--- config.mk ---
export PLATFORM = sky130hd
export DESIGN_NAME = alu_req_sched
export DESIGN_NICKNAME = d
export VERILOG_FILES = /design/src/rtl/alu_pkg.sv /design/src/rtl/rr_arbiter.sv /design/src/rtl/simple_alu.sv /design/src/rtl/alu_req_sched.sv
export SDC_FILE = /design/constraint.sdc
export NUM_CORES = 1
export LEC_CHECK = 0
export ABC_AREA = 1
export ABC_CLOCK_PERIOD_IN_PS = 6800
export CAP_MARGIN = 20
export CORE_MARGIN = 1
export CORE_UTILIZATION = 50
export DETAILED_ROUTE_END_ITERATION = 12
export GPL_TIMING_DRIVEN = 0
export PLACE_DENSITY = 0.84
export RECOVER_POWER = 25
export SLEW_MARGIN = 20
export SYNTH_ARGS = -nofsm -noshare
export SYNTH_HDL_FRONTEND = slang
export SYNTH_SLANG_ARGS = --single-unit
--- constraint.sdc ---
create_clock -name clk -period 6.8 [get_ports clk]
set_clock_uncertainty 0.1 [all_clocks]
set_input_delay 1.02 -clock clk [delete_from_list [all_inputs] [get_ports clk]]
set_output_delay 1.02 -clock clk [all_outputs]
set_load 0.01 [all_outputs]
--- src/rtl/alu_pkg.sv ---
`default_nettype none
// ============================================================================
//  Package     : alu_pkg
//  Description : Shared opcode constants and response-buffer state encoding
//                for the shared-ALU request scheduler.
//  Revision    : 1.0  initial release
// ============================================================================
package alu_pkg;

  // ALU opcodes as presented on req_op
  localparam logic [1:0] OP_ADD = 2'b00;
  localparam logic [1:0] OP_SUB = 2'b01;
  localparam logic [1:0] OP_MUL = 2'b10;
  localparam logic [1:0] OP_DIV = 2'b11;

  // Single-entry response buffer occupancy
  typedef enum logic [0:0] {
    ST_EMPTY = 1'b0,
    ST_FULL  = 1'b1
  } buf_state_t;

endpackage : alu_pkg
`default_nettype wire

--- src/rtl/rr_arbiter.sv ---
`default_nettype none
// ============================================================================
//  Module      : rr_arbiter
//  Description : Combinational round-robin arbiter. Grants the first asserted
//                request at or above the pointer, wrapping modulo N.
//  Revision    : 1.0  initial release
// ============================================================================
module rr_arbiter #(
  parameter int N  = 2,
  parameter int PW = (N > 1) ? $clog2(N) : 1
) (
  input  logic [N-1:0]  req,
  input  logic [PW-1:0] ptr,
  input  logic          en,
  output logic [N-1:0]  grant
);

  int   w_idx;
  logic w_found;

  // Walk the requests starting at the pointer; first hit wins, nothing when disabled
  always_comb begin
    grant   = '0;
    w_found = 1'b0;
    w_idx   = 0;
    for (int k = 0; k < N; k++) begin
      w_idx = (int'(ptr) + k) % N;
      if (en && !w_found && req[w_idx[PW-1:0]]) begin
        grant[w_idx[PW-1:0]] = 1'b1;
        w_found              = 1'b1;
      end
    end
  end

endmodule : rr_arbiter
`default_nettype wire

--- src/rtl/simple_alu.sv ---
`default_nettype none
// ============================================================================
//  Module      : simple_alu
//  Description : Combinational 2-bit ALU producing a 4-bit result and a
//                carry/borrow/divide-by-zero flag from a 5-bit intermediate.
//  Revision    : 1.0  initial release
// ============================================================================
module simple_alu
  import alu_pkg::*;
(
  input  logic [1:0] a,
  input  logic [1:0] b,
  input  logic [1:0] op,
  output logic [3:0] y,
  output logic       c
);

  logic [4:0] w_res;

  // Evaluate the selected operation into {c,y}; subtraction wraps mod 32 so
  // a borrow shows up in bit 4, divide-by-zero forces {1,0000}
  always_comb begin
    w_res = '0;
    case (op)
      OP_ADD:  w_res = {3'b000, a} + {3'b000, b};
      OP_SUB:  w_res = {3'b000, a} - {3'b000, b};
      OP_MUL:  w_res = {1'b0, {2'b00, a} * {2'b00, b}};
      OP_DIV: begin
        if (b != 2'b00) begin
          w_res = {3'b000, a / b};
        end else begin
          w_res = 5'b10000;
        end
      end
      default: w_res = '0;
    endcase
  end

  assign y = w_res[3:0];
  assign c = w_res[4];

endmodule : simple_alu
`default_nettype wire

--- src/rtl/alu_req_sched.sv ---
`default_nettype none
// ============================================================================
//  Module      : alu_req_sched
//  Description : Round-robin scheduler sharing one 2-bit ALU among NUM_REQ
//                valid/ready requesters. Results land in a single-entry
//                response buffer tagged with the requester ID; accepted
//                divide-by-zero operations are counted with saturation.
//  Revision    : 1.0  initial release
// ============================================================================
module alu_req_sched
  import alu_pkg::*;
#(
  parameter int NUM_REQ = 2,
  parameter int IDW     = $clog2(NUM_REQ),
  parameter int ERR_W   = 8
) (
  input  logic                 clk,
  input  logic                 rst_n,
  input  logic [NUM_REQ-1:0]   req_valid,
  output logic [NUM_REQ-1:0]   req_ready,
  input  logic [2*NUM_REQ-1:0] req_a,
  input  logic [2*NUM_REQ-1:0] req_b,
  input  logic [2*NUM_REQ-1:0] req_op,
  output logic                 rsp_valid,
  input  logic                 rsp_ready,
  output logic [3:0]           rsp_y,
  output logic                 rsp_c,
  output logic [IDW-1:0]       rsp_id,
  output logic [ERR_W-1:0]     err_cnt,
  output logic                 busy
);

  localparam logic [ERR_W-1:0] c_err_max = '1;
  localparam logic [IDW-1:0]   c_last_id = IDW'(NUM_REQ - 1);

  buf_state_t r_state;
  buf_state_t w_state_nxt;

  logic               w_can_issue;
  logic               w_xfer;
  logic               w_load;
  logic               w_rsp_valid;
  logic [NUM_REQ-1:0] w_grant;
  logic [IDW-1:0]     r_ptr;
  logic [IDW-1:0]     w_gidx;
  logic [1:0]         w_a;
  logic [1:0]         w_b;
  logic [1:0]         w_op;
  logic [3:0]         w_y;
  logic               w_c;
  logic               w_div0;

  logic [3:0]         r_y;
  logic               r_c;
  logic [IDW-1:0]     r_id;
  logic [ERR_W-1:0]   r_err;

  // A new op may enter whenever the buffer is empty or is being drained now
  assign w_can_issue = (r_state == ST_EMPTY) || rsp_ready;

  rr_arbiter #(
    .N  (NUM_REQ),
    .PW (IDW)
  ) u_arb (
    .req   (req_valid),
    .ptr   (r_ptr),
    .en    (w_can_issue),
    .grant (w_grant)
  );

  // Grant is already gated by can_issue, so it doubles as the ready vector
  assign req_ready = w_grant;
  assign w_xfer    = |(req_valid & w_grant);

  // Encode the one-hot grant and steer the winner's operands to the ALU
  always_comb begin
    w_gidx = '0;
    w_a    = '0;
    w_b    = '0;
    w_op   = '0;
    for (int i = 0; i < NUM_REQ; i++) begin
      if (w_grant[i]) begin
        w_gidx = IDW'(i);
        w_a    = req_a[2*i +: 2];
        w_b    = req_b[2*i +: 2];
        w_op   = req_op[2*i +: 2];
      end
    end
  end

  simple_alu u_alu (
    .a  (w_a),
    .b  (w_b),
    .op (w_op),
    .y  (w_y),
    .c  (w_c)
  );

  assign w_div0 = (w_op == OP_DIV) && (w_b == 2'b00);

  // Buffer state register
  always_ff @(posedge clk) begin
    if (!rst_n) begin
      r_state <= ST_EMPTY;
    end else begin
      r_state <= w_state_nxt;
    end
  end

  // Buffer next state: fill on transfer, drain only when nothing replaces it
  always_comb begin
    w_state_nxt = r_state;
    case (r_state)
      ST_EMPTY: begin
        if (w_xfer) begin
          w_state_nxt = ST_FULL;
        end
      end
      ST_FULL: begin
        if (rsp_ready && !w_xfer) begin
          w_state_nxt = ST_EMPTY;
        end
      end
      default: w_state_nxt = ST_EMPTY;
    endcase
  end

  // Buffer outputs: occupancy flag and result-capture strobe
  always_comb begin
    w_rsp_valid = (r_state == ST_FULL);
    w_load      = w_xfer;
  end

  // Capture the ALU result and requester ID; overwrite happens with no bubble
  always_ff @(posedge clk) begin
    if (!rst_n) begin
      r_y  <= '0;
      r_c  <= 1'b0;
      r_id <= '0;
    end else if (w_load) begin
      r_y  <= w_y;
      r_c  <= w_c;
      r_id <= w_gidx;
    end
  end

  // Move the round-robin pointer just past the requester that was served
  always_ff @(posedge clk) begin
    if (!rst_n) begin
      r_ptr <= '0;
    end else if (w_xfer) begin
      r_ptr <= (w_gidx == c_last_id) ? '0 : w_gidx + IDW'(1);
    end
  end

  // Count accepted divide-by-zero ops, sticking at the maximum
  always_ff @(posedge clk) begin
    if (!rst_n) begin
      r_err <= '0;
    end else if (w_xfer && w_div0 && (r_err != c_err_max)) begin
      r_err <= r_err + ERR_W'(1);
    end
  end

  assign rsp_valid = w_rsp_valid;
  assign rsp_y     = r_y;
  assign rsp_c     = r_c;
  assign rsp_id    = r_id;
  assign err_cnt   = r_err;
  assign busy      = w_rsp_valid | (|req_valid);

endmodule : alu_req_sched
`default_nettype wire

* After elaboration in Yosys (flattened, before gate mapping) *
Index checks and enable logic that the tools add are counted.

word-level totals
  logic and storage cells = 66
  register bits = 16
  output and inout bits = 18
  bits of input ports = 17

operators by class
  bitwise gates (word level) = 4
  reductions and logical operators = 17
  multiplexer cells = 24
  $add $sub $neg = 5
  div/mod/pow operators = 1
  multipliers = 1
  order comparisons = 4
  eq/ne operators = 4

operators with widths
  operator             count
  $pmux 5 s4           1
  $mux 2               8
  $mux 1               11
  $logic_and 1x1->1    9
  $add 8x1->8 const B  1
  $ne 8x8->1 const B   1
  $mux 5               1
  $eq 2x2->1 const B   2
  $logic_not 2->1      2
  $lt 1x2->1 const B   2
  $mul 2x2->4          1
  $reduce_or 2->1      2
  $add 2x2->3          1
  $sub 2x2->3          1
  $add 1x1->1 const B  2
  $and 2x2->2          1
  $demux 1 s1          2
  $div 2x2->2          1
  $eq 2x1->1 const B   1
  $ge 1x1->1 const B   2
  $logic_not 1->1      2
  $or 2x2->2           1
  $pmux 1 s2           1
  $reduce_bool 2->1    1
  3 further kinds      3

* Depth between registers and ports, before layout *
  depth after elaboration = 14
  depth in mapped cells = 20
  mapped depth without buffers = 20

* Modules after synthesis *
A second synthesis with hierarchy kept.

second synthesis, totals
  cells, all modules = 193
  area, all modules = 1263.7 um2

by module, submodules not included
  module         times used  sequential area each (um2)  area an instance (um2)  cells an instance
  alu_req_sched  1           320.3                       927.1                   142
  simple_alu     1           0.0                         315.3                   46
  rr_arbiter     1           0.0                         21.3                    5

* Worst setup path after synthesis *
OpenSTA, ideal clock, no wires.

  path kind = input to register
  from = input port rsp_ready
  to = register r_y[0], in the netlist rsp_y[0]
  buffers on the path = 0
  required time = 6.591 ns
  slack = 3.509 ns
  library setup time = 0.109 ns
  arrival = 3.082 ns
  stages = 20
  cells stage by stage = inv_1 -> nand2_2 -> nand3_1 -> inv_1 -> nand2_1 -> nand2_1 -> o21ai_0 -> inv_1 -> ha_1 -> inv_1 -> nor2_1 -> a21oi_1 -> a2bb2oi_1 -> ha_1 -> o21ai_0 -> nand2_1 -> nand3_1 -> nand3b_1 -> nand2_1 -> inv_1

on the way
  word-level cells in the longest chain between the ends = 12
  elaborated cells on any way between the ends = 28
  classes of those cells = 2 x add/sub; 1 x mul; 1 x div; 3 x eq/ne; 11 x mux; 2 x bitwise; 8 x reduce/logical

RTL lines
  item                                              line                                RTL
  from (decl)                                       alu_req_sched.sv:25                 input logic rsp_ready,
  $logic_or 1x1->1 *                                alu_req_sched.sv:59                 assign w_can_issue = (r_state == ST_EMPTY) || rsp_ready;
  $logic_and 1x1->1                                 rr_arbiter.sv:28                    if (en && !w_found && req[w_idx[PW-1:0]]) begin
  $mux 1                                            rr_arbiter.sv:28
  $logic_not 1->1                                   rr_arbiter.sv:28
  $logic_and 1x1->1 (2 in a row)                    rr_arbiter.sv:28
  $mux 2 *                                          rr_arbiter.sv:28
  net req_ready[0]                                  alu_req_sched.sv:20                 output logic [NUM_REQ-1:0] req_ready,
  $mux 2 (2 in a row)                               alu_req_sched.sv:82                 if (w_grant[i]) begin
  $div 2x2->2 or $reduce_bool 2->1 (tied branches)  simple_alu.sv:30, simple_alu.sv:29
  $mux 5                                            simple_alu.sv:29                    if (b != 2'b00) begin
  $pmux 5 s4                                        simple_alu.sv:24                    case (op)
  to (signal assigned)                              alu_req_sched.sv:141                r_y <= w_y;
  to (decl)                                         alu_req_sched.sv:53                 logic [3:0] r_y;

Mark *: on every way through the listed nets, which the timed path passes. The rest lies on a longest branch.
A chain may end at the register's enable or synchronous reset.

* Worst setup path in the final report *
  from = input port req_valid[1]
  to = register r_y[0], in the netlist rsp_y[0]

on the way
  word-level cells in the longest chain between the ends = 13
  elaborated cells on any way between the ends = 31
  classes of those cells = 2 x add/sub; 1 x mul; 1 x div; 3 x eq/ne; 15 x mux; 2 x bitwise; 7 x reduce/logical

RTL lines
  item                                              line                                RTL
  from (decl)                                       alu_req_sched.sv:19                 input logic [NUM_REQ-1:0] req_valid,
  $mux 1 (not written as such) (2 in a row)         rr_arbiter.sv:28
  $logic_and 1x1->1                                 rr_arbiter.sv:28
  $mux 1                                            rr_arbiter.sv:28
  $logic_not 1->1                                   rr_arbiter.sv:28
  $logic_and 1x1->1 (2 in a row)                    rr_arbiter.sv:28
  $mux 2                                            rr_arbiter.sv:28
  $mux 2 (2 in a row)                               alu_req_sched.sv:82
  $div 2x2->2 or $reduce_bool 2->1 (tied branches)  simple_alu.sv:30, simple_alu.sv:29
  $mux 5                                            simple_alu.sv:29
  $pmux 5 s4                                        simple_alu.sv:24

Several ways; a longest one is shown, not always the timed one. The select of a mux whose other input is x is not followed.

==> key figures <==
Global routing
  • Layer with the highest usage: met2
  • Largest net degree at the start of global routing: 11
  • Vias in the first global route: 1195
  • Met1 Track Usage GR: 26.8%
  • Initial antenna violation count: 0
  • GRT overflow: 0
  • First-pass GRT wire length: 4760 microns
  • Met3 Resource Use GR: 5.15%
  • GRT Util Overall: 24.2%
  • Met2 usage: 45.3%

Yosys
  • Yosys cell types: 27
  • Net Count, Synth: 192
  • Compound-Gate Fraction of Synth Area: 11.5%
  • Sequential area share after synthesis: 27.0%
  • Asr flop ratio synth: 0%
  • Number of flops mapped to enable cells by yosys: 0
  • Synth Instances: 164
  • Post-synthesis xor/xnor area fraction: 4.43%
  • Ys flop type: dfxtp_1
  • Area of the mapped netlist: 1190 sq um
  • Synth Area per Inst: 7.24 sq um
  • Post-Synth Adder-Cell Area: 12.9%
  • Simple-gate share of the synthesized area: 34.6%
  • Post-synthesis mux area share: 0%
  • Post-synthesis register bit count: 16
  • Main combinational cell family by area after synthesis: simple AND/OR/NAND/NOR gates
  • YS warnings: 0

Clock tree
  • Clk buf depth: 2
  • CTS tree: built
  • # Post-CTS Setup Buffers: 0
  • Clock root buffer: clkbuf_4
  • Clk Latency, worst-skew pair: 0.29 ns
  • Hold-fix buffers, CTS: 0
  • Post-CTS Resized: 0
  • CTS clock-pin slew for the worst setup and hold paths: 0.10 ns
  • CTS buffer count: 3
  • H-tree levels: 1
  • CTS Sinks: 16

Layout
  • Layout Nets: 231
  • Post-layout util: 71.6%
  • Antenna diodes: 0
  • Share of layout cells above drive strength 1: 9.90%
  • Area growth syn-to-layout: 34.7%

Worst setup path
  • CP max stage cell: dlygate4sd3_1
  • Setup crit start kind: input port
  • Worst EP required: 6.89 ns
  • WP data arrival: 3.98 ns
  • Worst Path Max Fanout: 6
  • Crit path kind: in -> reg
  • CP endpoint kind: register
  • CP Cell Sequence: dlygate4sd3_1 > nand2_2 > nand3_1 > inv_1 > nand2_1 > nand2_1 > o21ai_0 > inv_1 > ha_1 > inv_1 > nor2_1 > a21oi_1 > a2bb2oi_1 > ha_1 > o21ai_0 > nand2_1 > nand3_1 > nand3b_1 > nand2_1 > inv_1
  • Max stage delay on crit path: 0.65 ns

Run
  • Max Cap Viol: 0

Place
  • Routability congestion estimate: 0.865
  • DP HPWL: 2230 microns
  • PortBufs: 34
  • Worst slack, placed: 2.72 ns

Timing
  • Post-route setup slack: 2.91 ns
  • RSZ-0062 raised after global routing: no
  • Setup violators final: 0
  • Fmax: 257 MHz
  • Final period utilization: 57.3%
  • Final hold vios: 0
  • Crit path time final: 3.89 ns
  • Worst Tran Pin Value: 0.421 ns
  • Slew HR: 72.0%
  • Setup TNS: 0 ns
  • Slew Limit Fails: 0

Route
  • Via density: 5.42
  • DRT iter0 DRCs: 23
  • WL/cell: 12.5 microns
  • TritonRoute pass-1 iters: 4
  • WL final: 2870 microns
  • Total vias in the final route: 1246
  • DRC violations left: 0
  • Antenna Violating Nets Remaining: 0

Die
  • # rows: 17
  • Core ar.: 2230 sq um
  • Die H: 50.7 microns
  • Starting density of the core: 53.2%
  • Die Wd: 50.7 microns
  • I/O pins: 35
  • Die ar.: 2570 sq um

Pwr
  • Power Dens Cells: 159 nW/um^2
  • Total power draw: 255 uW
  • Peak supply drop: 0.163 mV
  • Leakage power: 0.755 nW

Hold path
  • Hold WC Path Type: reg -> reg

Outcome
  • Status: complete, no violations
-- cell type report --
cell class,count,area [sq um]
Inverter,24,92.6
Clock buffer,4,36.3
Multi-Input combinational cell,121,752
Buffer,3,22.5
Fill cell,196,634
Timing Repair Buffer,34,340
Sequential cell,16,320
Tap cell,28,35.0
-- power by group --
group	switching [mW]	total, mW	internal (mW)	leakage, nW
Clock	0.0302	0.0628	0.0326	0.0210
Combinational	0.0498	0.0898	0.0400	0.603
Sequential	0.00335	0.102	0.0990	0.131
Total	0.0833	0.255	0.172	0.755
-- metrics by stage --
step | instances | cell area, sq um | hold slack (ns)
6_report | 230 | 1600 | 0.367
5_1_grt | 230 | 1600 | 0.397
4_1_cts | 230 | 1600 | 0.378
3_5_place_dp | 226 | 1560 | 0.362
3_3_place_gp | 226 | 1560 | 0.351
2_1_floorplan | 164 | 1190 | 0.375
-- registers in the layout, summed over array words and instances, names as in the netlist --
register and cells:
rsp_c 1, rsp_y 4, rsp_id 1, r_ptr 1, err_cnt 8, rsp_valid 1
-- layout by cell type (no fill, tap or decap), types with 2 or more instances in the layout --
master           instances
nand2_1                 32
dfxtp_1                 16
nand2_2                  6
xor2_1                   3
a21oi_1                 16
clkdlybuf4s50_1         26
nand2_4                  2
xnor2_1                  3
nor3_1                   2
o21ai_0                  5
ha_1                     9
nor2_1                   8
fa_1                     2
dlygate4sd3_1            8
clkbuf_4                 3
nand3_1                 15
nand4_1                  8
o21a_1                   3
inv_1                   22
nor2_4                   2
-- final timing paths --
check	start	end	slack (ns)	cells after the start
max reg2reg	rsp_valid	rsp_y[0]	3.90	19
max	req_valid[1]	rsp_y[0]	2.91	20
min reg2reg	rsp_id	rsp_id	0.37	2
min	rsp_id	rsp_id	0.37	2
-- cell usage after synthesis (2+ instances only) --
cell type	number	area, sq um
nand2_1	32	120
inv_1	22	82.6
a21oi_1	16	80.1
dfxtp_1	16	320
nand3_1	15	75.1
ha_1	9	113
nand4_1	8	50.1
nor2_1	8	30.0
nand2_2	6	37.5
o21ai_0	5	25.0
o21a_1	3	22.5
xnor2_1	3	26.3
xor2_1	3	26.3
fa_1	2	40.0
nand2_4	2	22.5
nor2_4	2	22.5
nor3_1	2	10.0
-- critical path, delay by kind of cell --
family | cells | cell delay [ns]
AND/OR/NAND/NOR | 9 | 0.74
buffers and inverters | 5 | 1.14
AO/OA/AOI/OAI | 4 | 0.53
adder cells (fa/ha/maj) | 2 | 0.53
-- cells by family after synthesis --
family          Yosys count
xor+xnor                  6
flops                    16
buf+inv                  27
fa+ha+maj                11
simple gates             79
compound gates           25
-- per-layer routing --
layer | wire [microns] | up-vias
met3 | 129 | 6
met4 | 44 | 0
met2 | 1510 | 41
li1 | - | 618
met1 | 1190 | 581
met5 | 0 | -
Note: power is estimated with default switching activity, not from simulation.
